[src/rtl/fork_n_avlstrm.sv]
// fork_n_avlstrm: N-way Avalon-ST packet fork routed by in_channel on SOP, with a drop path and per-route stats.
// Optional broadcast on all-ones channel enabled by defining FORK_BROADCAST_EN.
module fork_n_avlstrm #(
  parameter int WIDTH   = 512,
  parameter int NUM_OUT = 2,
  parameter int SEL_W   = 4,
  parameter int EMPTY_W = 6
) (
  input  logic                       clk,
  input  logic                       rst_n,
  input  logic [WIDTH-1:0]           in_data,
  input  logic                       in_valid,
  output logic                       in_ready,
  input  logic                       in_sop,
  input  logic                       in_eop,
  input  logic [EMPTY_W-1:0]         in_empty,
  input  logic [SEL_W-1:0]           in_channel,
  output logic [NUM_OUT*WIDTH-1:0]   out_data,
  output logic [NUM_OUT-1:0]         out_valid,
  input  logic [NUM_OUT-1:0]         out_ready,
  output logic [NUM_OUT-1:0]         out_sop,
  output logic [NUM_OUT-1:0]         out_eop,
  output logic [NUM_OUT*EMPTY_W-1:0] out_empty,
  output logic [NUM_OUT*32-1:0]      stats_out_pkt,
  output logic [31:0]                stats_drop_pkt,
  output logic [31:0]                stats_err
);
  typedef enum logic [1:0] {IDLE, FWD, DROP} state_t;
  state_t                     state_q, state_d;
  logic [SEL_W-1:0]           dest_q, dest_d;
  logic                       bcast_q, bcast_d;
  logic [NUM_OUT*WIDTH-1:0]   out_data_q, out_data_d;
  logic [NUM_OUT-1:0]         out_valid_q, out_valid_d;
  logic [NUM_OUT-1:0]         out_sop_q, out_sop_d;
  logic [NUM_OUT-1:0]         out_eop_q, out_eop_d;
  logic [NUM_OUT*EMPTY_W-1:0] out_empty_q, out_empty_d;
  logic [NUM_OUT*32-1:0]      stats_out_q, stats_out_d;
  logic [31:0]                stats_drop_q, stats_drop_d;
  logic [31:0]                stats_err_q, stats_err_d;
  logic [NUM_OUT-1:0]         free, wr;
  logic [2**SEL_W-1:0]        free_x;
  logic                       sop_bcast, in_range, cur_bcast, cur_fwd, acc, err_ev, drop_ev;
  logic [SEL_W-1:0]           cur_dest;
`ifdef FORK_BROADCAST_EN
  assign sop_bcast = &in_channel;
`else
  assign sop_bcast = 1'b0;
`endif
  // An SOP beat re-routes from any state; otherwise the held route applies.
  always_comb begin
    free      = ~out_valid_q | out_ready;
    free_x    = '0;
    free_x[NUM_OUT-1:0] = free;
    in_range  = {1'b0, in_channel} < (SEL_W+1)'(NUM_OUT);
    cur_bcast = in_sop ? sop_bcast : bcast_q;
    cur_dest  = in_sop ? in_channel : dest_q;
    cur_fwd   = in_sop ? (sop_bcast | in_range) : (state_q == FWD);
    in_ready  = rst_n & (!cur_fwd | (cur_bcast ? &free : free_x[cur_dest]));
    acc       = in_valid & in_ready;
    err_ev    = acc & ((state_q == IDLE) ^ in_sop);
    drop_ev   = acc & in_sop & !cur_fwd;
    state_d   = state_q;
    dest_d    = dest_q;
    bcast_d   = bcast_q;
    if (acc & in_sop) begin
      dest_d  = in_channel;
      bcast_d = sop_bcast;
      state_d = in_eop ? IDLE : (cur_fwd ? FWD : DROP);
    end else if (acc & in_eop) begin
      state_d = IDLE;
    end
    stats_drop_d = stats_drop_q + 32'(drop_ev);
    stats_err_d  = stats_err_q + 32'(err_ev);
  end
  always_comb begin
    wr          = '0;
    out_valid_d = out_valid_q;
    out_sop_d   = out_sop_q;
    out_eop_d   = out_eop_q;
    out_data_d  = out_data_q;
    out_empty_d = out_empty_q;
    stats_out_d = stats_out_q;
    for (int k = 0; k < NUM_OUT; k++) begin
      wr[k]          = acc & cur_fwd & (cur_bcast | (cur_dest == SEL_W'(k)));
      out_valid_d[k] = wr[k] | (out_valid_q[k] & !out_ready[k]);
      out_sop_d[k]   = wr[k] ? in_sop : out_sop_q[k];
      out_eop_d[k]   = wr[k] ? in_eop : out_eop_q[k];
      out_data_d[k*WIDTH +: WIDTH]     = wr[k] ? in_data : out_data_q[k*WIDTH +: WIDTH];
      out_empty_d[k*EMPTY_W +: EMPTY_W] = wr[k] ? in_empty : out_empty_q[k*EMPTY_W +: EMPTY_W];
      stats_out_d[k*32 +: 32] = stats_out_q[k*32 +: 32] + 32'(out_valid_q[k] & out_ready[k] & out_eop_q[k]);
    end
  end
  always_ff @(posedge clk or negedge rst_n) begin
    if (!rst_n) begin
      state_q      <= IDLE;
      dest_q       <= '0;
      bcast_q      <= 1'b0;
      out_data_q   <= '0;
      out_valid_q  <= '0;
      out_sop_q    <= '0;
      out_eop_q    <= '0;
      out_empty_q  <= '0;
      stats_out_q  <= '0;
      stats_drop_q <= '0;
      stats_err_q  <= '0;
    end else begin
      state_q      <= state_d;
      dest_q       <= dest_d;
      bcast_q      <= bcast_d;
      out_data_q   <= out_data_d;
      out_valid_q  <= out_valid_d;
      out_sop_q    <= out_sop_d;
      out_eop_q    <= out_eop_d;
      out_empty_q  <= out_empty_d;
      stats_out_q  <= stats_out_d;
      stats_drop_q <= stats_drop_d;
      stats_err_q  <= stats_err_d;
    end
  end
  assign out_data       = out_data_q;
  assign out_valid      = out_valid_q;
  assign out_sop        = out_sop_q;
  assign out_eop        = out_eop_q;
  assign out_empty      = out_empty_q;
  assign stats_out_pkt  = stats_out_q;
  assign stats_drop_pkt = stats_drop_q;
  assign stats_err      = stats_err_q;
endmodule

[config.mk]
export PLATFORM = sky130hd
export DESIGN_NAME = fork_n_avlstrm
export DESIGN_NICKNAME = d
export VERILOG_FILES = /design/src/rtl/fork_n_avlstrm.sv
export SDC_FILE = /design/constraint.sdc
export NUM_CORES = 2
export LEC_CHECK = 0
export CAP_MARGIN = 40
export CORE_AREA = 5 5 663 665
export CTS_BUF_LIST = sky130_fd_sc_hd__clkbuf_8
export DETAILED_ROUTE_END_ITERATION = 12
export DIE_AREA = 0 0 668 670
export HOLD_SLACK_MARGIN = 0.08
export PLACE_DENSITY_LB_ADDON = 0.12
export REMOVE_ABC_BUFFERS = 1
export SYNTH_ARGS = -nofsm -noshare
export SYNTH_HDL_FRONTEND = slang
export SYNTH_SLANG_ARGS = --single-unit
[constraint.sdc]
create_clock -name clk -period 7.2 [get_ports clk]
set_clock_uncertainty 0.05 [all_clocks]
set_input_delay 1.08 -clock clk [delete_from_list [all_inputs] [get_ports clk]]
set_output_delay 1.08 -clock clk [all_outputs]
set_load 0.005 [all_outputs]
Word level (Yosys, flattened, before mapping)
Index checks and enable logic that the tools add are counted.

storage, ports and cells
  flip-flop bits (word level) = 1176
  bits in latches = 0
  bits in writable memories = 0
  memory bits (read-only) = 0
  input bits = 529
  output and inout port bits = 1171
  word-level logic and storage cells = 57
  memories = 0

cells by class
  add/subtract/negate cells = 4
  multipliers = 0
  divide/modulo/power cells = 0
  order comparisons = 2
  equal/unequal tests = 2
  shift operators = 0
  multiplexer cells = 8
  bitwise logic cells = 21
  reductions and logical operators = 6

operators with widths
  kind                count
  $add 32x1->32       4
  $and 1x1->1         15
  $mux 2              4
  $lt 4x5->1 const B  1
  $bmux 1 s4          1
  $eq 4x1->1 const B  1
  $logic_not 4->1     1
  $lt 4x2->1 const B  1
  $mux 4              1
  $logic_not 1->1     3
  $or 1x1->1          3
  $eq 2x1->1 const B  1
  $logic_not 2->1     1
  $mux 1              2
  $not 2->2           1
  $or 2x2->2          1
  $reduce_bool 2->1   1
  $xor 1x1->1         1

Logic depth before layout (Yosys ltp)
  word-level depth = 10
  mapped depth = 11
  gate-level depth less buffers = 10

Worst setup path before layout
Ideal clock, no wire load.

  path kind = input-to-output
  start point = input in_sop
  end point = output in_ready
  data arrival time = 2287 ps
  required time = 6070 ps
  setup slack = 3783 ps
  stages on the path = 5
  buffers on the path = 1
  path through = buf_4 mux2i_1 mux2_2 and2_0 o21a_1

between the ends
  longest elaborated chain between the ends = 5
  elaborated cells between the ends (all ways) = 7
  classes of those cells = 4 x mux; 2 x bitwise; 1 x reduce/logical

ends and longest elaborated chain
  what                          line  RTL
  start: declaration            14    input logic in_sop,
  $mux 4                        56    cur_dest = in_sop ? in_channel : dest_q;
  $bmux 1 s4                    58    in_ready = rst_n & (!cur_fwd | (cur_bcast ? &free : free_x[cur_dest]));
  $mux 1 (implied by the code)  58
  $or 1x1->1 (*)                58
  $and 1x1->1 (*)               58
  end: declaration              13    output logic in_ready,

Mark *: on every way between the ends. The rest lies on a longest branch, timed or not. The select of a mux whose other input is x is not followed.

Worst setup path in the final report
Same ends and word-level chain as after synthesis.

==> out/results.tsv <==
stage	metric	value	unit
outcome	status	finished, final reports clean	
placement	dp_hpwl	210.4	mm
pwr	combPwrFrac	0.193	
pwr	p_seq_frac	0.415	
sta	finalSetupViolations	0	
detailed_routing	drt_iter0_drc	1224	
final_layout	stdcell_count	10604	
sta	fmax	206.0	MHz
logic_synthesis	netlist_area	0.04458	sq mm
clock_network	htreeDepth	5	
sta	hold_viol_final	0	
worst_hold_path	hold_class	reg -> reg	
logic_synthesis	ys.flop_type	dfrtp_1	
critical_path	worstPathRequired	6.07	ns
critical_path	r2r_slack	3.68	ns
clock_network	clkLatencyLatePin	0.99	ns
sta	min_period	4.855	ns
clock_network	cts_resized	0	
placement	io_buffer_count	1699	
logic_synthesis	syn_inst	2729	
detailed_routing	dr.pass1.iters	5	
detailed_routing	wl	262.5	mm
final_layout	fill_cells	47520	
logic_synthesis	ys_seq_area_frac	0.6601	
critical_path	worstSetupPathType	in -> out	
logic_synthesis	yosys_warnings	0	
sta	fin_ws	2.345	ns
grt	overflow	0	
pwr	powerDensity	259.6	mW/mm^2
logic_synthesis	ys_ff_latch	1176	
die	core.rowCount	242	
critical_path	cp_max_fo	10	
pwr	pwr-share-clk	0.393	
logic_synthesis	synth_edf_count	0	
grt	track_usage	0.1129	
sta	rsz0062_at_grt	false	
clock_network	ctsRootBufferMaster	clkbuf_8	
clock_network	clock_path_buffers	4	
pwr	switchingPower	0.005593	W
pwr	sw_frac_of_total	0.2908	
die	coreArea	0.4330	sq mm
critical_path	critPathLaunch	in_sop	
detailed_routing	ant_nets	0	
grt	grt_start_max_net_pins	137	
clock_network	cts_buffers	269	
sta	slew_headroom	0.1541	
sta	worst_pin_slew	1.269	ns
placement	dp_slack	1.947	ns
critical_path	critPathCaptureType	output pin	
clock_network	path_clk_slew	0.05	ns
clock_network	cts_setup_buffers	0	
critical_path	r2r_end	out_data[22]$_DFFE_PN0P_	
detailed_routing	vias	31535	
sta	slew_violations	0	
logic_synthesis	async_reset_ff_frac	1.000	
die	dieArea	0.4476	sq mm
critical_path	cp-endpoint	in_ready	
critical_path	r2r_start	state_q[0]$_DFFE_PN0P_	
job	max_cap_viol_count	0	
placement	gp_congestion	0.7930	
placement	dp.cells	10120	
logic_synthesis	yosysUniqueCellTypes	38	
die	die_w	668	um
grt	grt_pass1_wl	343.1	mm
final_layout	drive_gt1_frac	0.09237	
detailed_routing	wl_per_cell	24.75	um
die	chipHeight	670	um
clock_network	cts_tree	yes	
grt	grt_pass1_vias	34602	
logic_synthesis	syn_area_per_cell	16.34	sq um
final_layout	fin_nets	5196	
pwr	internal-power	0.01364	W
die	start_util	0.1030	
clock_network	cts.sinks	1176	
detailed_routing	vias_per_cell	2.974	
sta	fin_crit_sh	0.6742	
grt	antenna_found_initial	103	
pwr	ir_worst_vdd	0.1229	mV
final_layout	area_delta_synth_final	66.20	%
critical_path	worstSetupStartpointType	input pin	
detailed_routing	drc	0	
die	io_pins	1700	
critical_path	ff2ff_path_depth	6	
pwr	p_leak	33.50	nW
critical_path	cp_data_arrival_time	3.72	ns
## flip-flops by register name, summed over array words and instances, names as in the netlist
register	count
stats_drop_pkt	32
out_valid	2
out_sop	2
out_eop	2
dest_q	4
state_q	2
stats_err	32
out_data	1024
out_empty	12
stats_out_pkt	64
## cells in the final DEF, fill, tap and decap left out, types with 3 or more instances in the layout
| master | synthesis | layout |
|---|---|---|
| mux2i_1 | 4 | 4 |
| and3_1 | 14 | 14 |
| nand3_1 | 51 | 51 |
| xnor2_1 | 94 | 94 |
| buf_4 | 80 | 53 |
| buf_2 | 37 | 3 |
| clkinv_2 | 0 | 16 |
| xor2_1 | 27 | 27 |
| clkinvlp_4 | 0 | 4 |
| and4_1 | 15 | 14 |
| inv_1 | 11 | 108 |
| inv_6 | 0 | 9 |
| ha_1 | 9 | 9 |
| nand2_1 | 41 | 41 |
| bufinv_16 | 0 | 3 |
| clkdlybuf4s50_1 | 0 | 1698 |
| nand2b_1 | 3 | 3 |
| buf_16 | 0 | 7 |
| dfrtp_1 | 1176 | 1176 |
| nor4_1 | 8 | 7 |
| inv_8 | 0 | 7 |
| nand4_1 | 43 | 43 |
| diode_2 | 0 | 31 |
| and2_1 | 10 | 10 |
| nor3_1 | 10 | 10 |
| buf_8 | 0 | 5 |
| mux2_1 | 1039 | 1039 |
| clkinv_8 | 0 | 3 |
| buf_12 | 0 | 14 |
| o21ai_0 | 5 | 5 |
| clkbuf_8 | 0 | 313 |
| nor2_1 | 24 | 24 |
## layer usage
metal / part of all wire / GRT usage / vias to the layer above
li1: - / - / 13646
met1: 0.35 / 0.1154 / 16145
met2: 0.52 / 0.2092 / 1297
met3: 0.10 / 0.04838 / 407
met4: 0.026 / 0.02860 / 40
met5: 0.00094 / 0 / -
## power groups by stage
| stage | registers [W] | clock network, W | logic [W] |
|---|---|---|---|
| 2_1_floorplan | 0.00806 | 0 | 0.000610 |
| 3_3_place_gp | 0.00808 | 0 | 0.00385 |
| 3_5_place_dp | 0.00809 | 0 | 0.00386 |
| 4_1_cts | 0.00799 | 0.00808 | 0.00388 |
| 5_1_grt | 0.00809 | 0.00828 | 0.00398 |
| 6_report | 0.00798 | 0.00755 | 0.00371 |
## critical path, stage by stage
cell             delay [ns]
clkdlybuf4s50_1        0.60
o41ai_2                0.85
and2_0                 0.42
o21a_1                 0.17
clkdlybuf4s50_1        0.60
## synth_stat cells (8+ instances only)
cell | number | share of area
dfrtp_1 | 1176 | 0.66
mux2_1 | 1039 | 0.26
xnor2_1 | 94 | 0.018
buf_4 | 80 | 0.013
nand3_1 | 51 | 0.0057
nand4_1 | 43 | 0.0060
nand2_1 | 41 | 0.0035
buf_2 | 37 | 0.0042
xor2_1 | 27 | 0.0053
nor2_1 | 24 | 0.0020
and4_1 | 15 | 0.0029
and3_1 | 14 | 0.0020
inv_1 | 11 | 0.00093
and2_1 | 10 | 0.0014
nor3_1 | 10 | 0.0011
ha_1 | 9 | 0.0025
nor4_1 | 8 | 0.0011
## layout make-up
class / count / area, sq um / share of cell area
inverter: 11 / 41.29 / 0.0005572
multi-input combinational: 1419 / 14330 / 0.1934
antenna: 31 / 77.57 / 0.001047
sequential: 1176 / 29430 / 0.3971
clock buffer: 313 / 4308 / 0.05814
tap: 5734 / 7174 / 0.09682
timing repair buffer: 1781 / 17970 / 0.2425
clock inverter: 139 / 770.7 / 0.01040
## through the flow
step           power, W  hold WS [ns]  area (sq um)  utilization   TNS, ns
2_1_floorplan  0.008670        0.4147         43780            -  -5392.05
3_3_place_gp    0.01193        0.4098         68670       0.1586         0
3_5_place_dp    0.01196        0.4090         68930       0.1592         0
4_1_cts         0.01995        0.3783         74020       0.1710         0
5_1_grt         0.02035        0.4391         74030       0.1710         0
6_report        0.01923        0.4181         74100       0.1711         0
## worst min-delay path by stage
stage	start	end	slack (ns)	cells past startpoint
after floorplan	stats_out_pkt[63]$_DFF_PN0_	stats_out_pkt[63]$_DFF_PN0_	0.41	1
after global placement	stats_out_pkt[63]$_DFF_PN0_	stats_out_pkt[63]$_DFF_PN0_	0.41	1
after detailed placement	stats_out_pkt[63]$_DFF_PN0_	stats_out_pkt[63]$_DFF_PN0_	0.41	1
after CTS	rst_n	out_data[484]$_DFFE_PN0P_	0.38	2
after global routing	out_data[202]$_DFFE_PN0P_	out_data[202]$_DFFE_PN0P_	0.44	1
final	stats_out_pkt[63]$_DFF_PN0_	stats_out_pkt[63]$_DFF_PN0_	0.42	1
## kinds of logic (layout without fill, tap and decap cells)
logic type	after synthesis	in the layout	synth area share
flip-flops	1176	1176	0.6601
multiplexers	1044	1044	0.2636
AND/OR/NAND/NOR	230	230	0.02865
buffers and inverters	134	2244	0.01906
XOR/XNOR	121	121	0.02377
AO/OA/AOI/OAI	15	15	0.002357
adder cells (fa/ha/maj)	9	9	0.002526
other	0	31	0
## what timing repair did
action / in CTS / in global routing
endpoints found under the setup margin: 0 / 0
hold buffers: 1 / 0
endpoints found under the hold margin: 30 / 0
No activity file was read; power rests on OpenSTA's default activity.
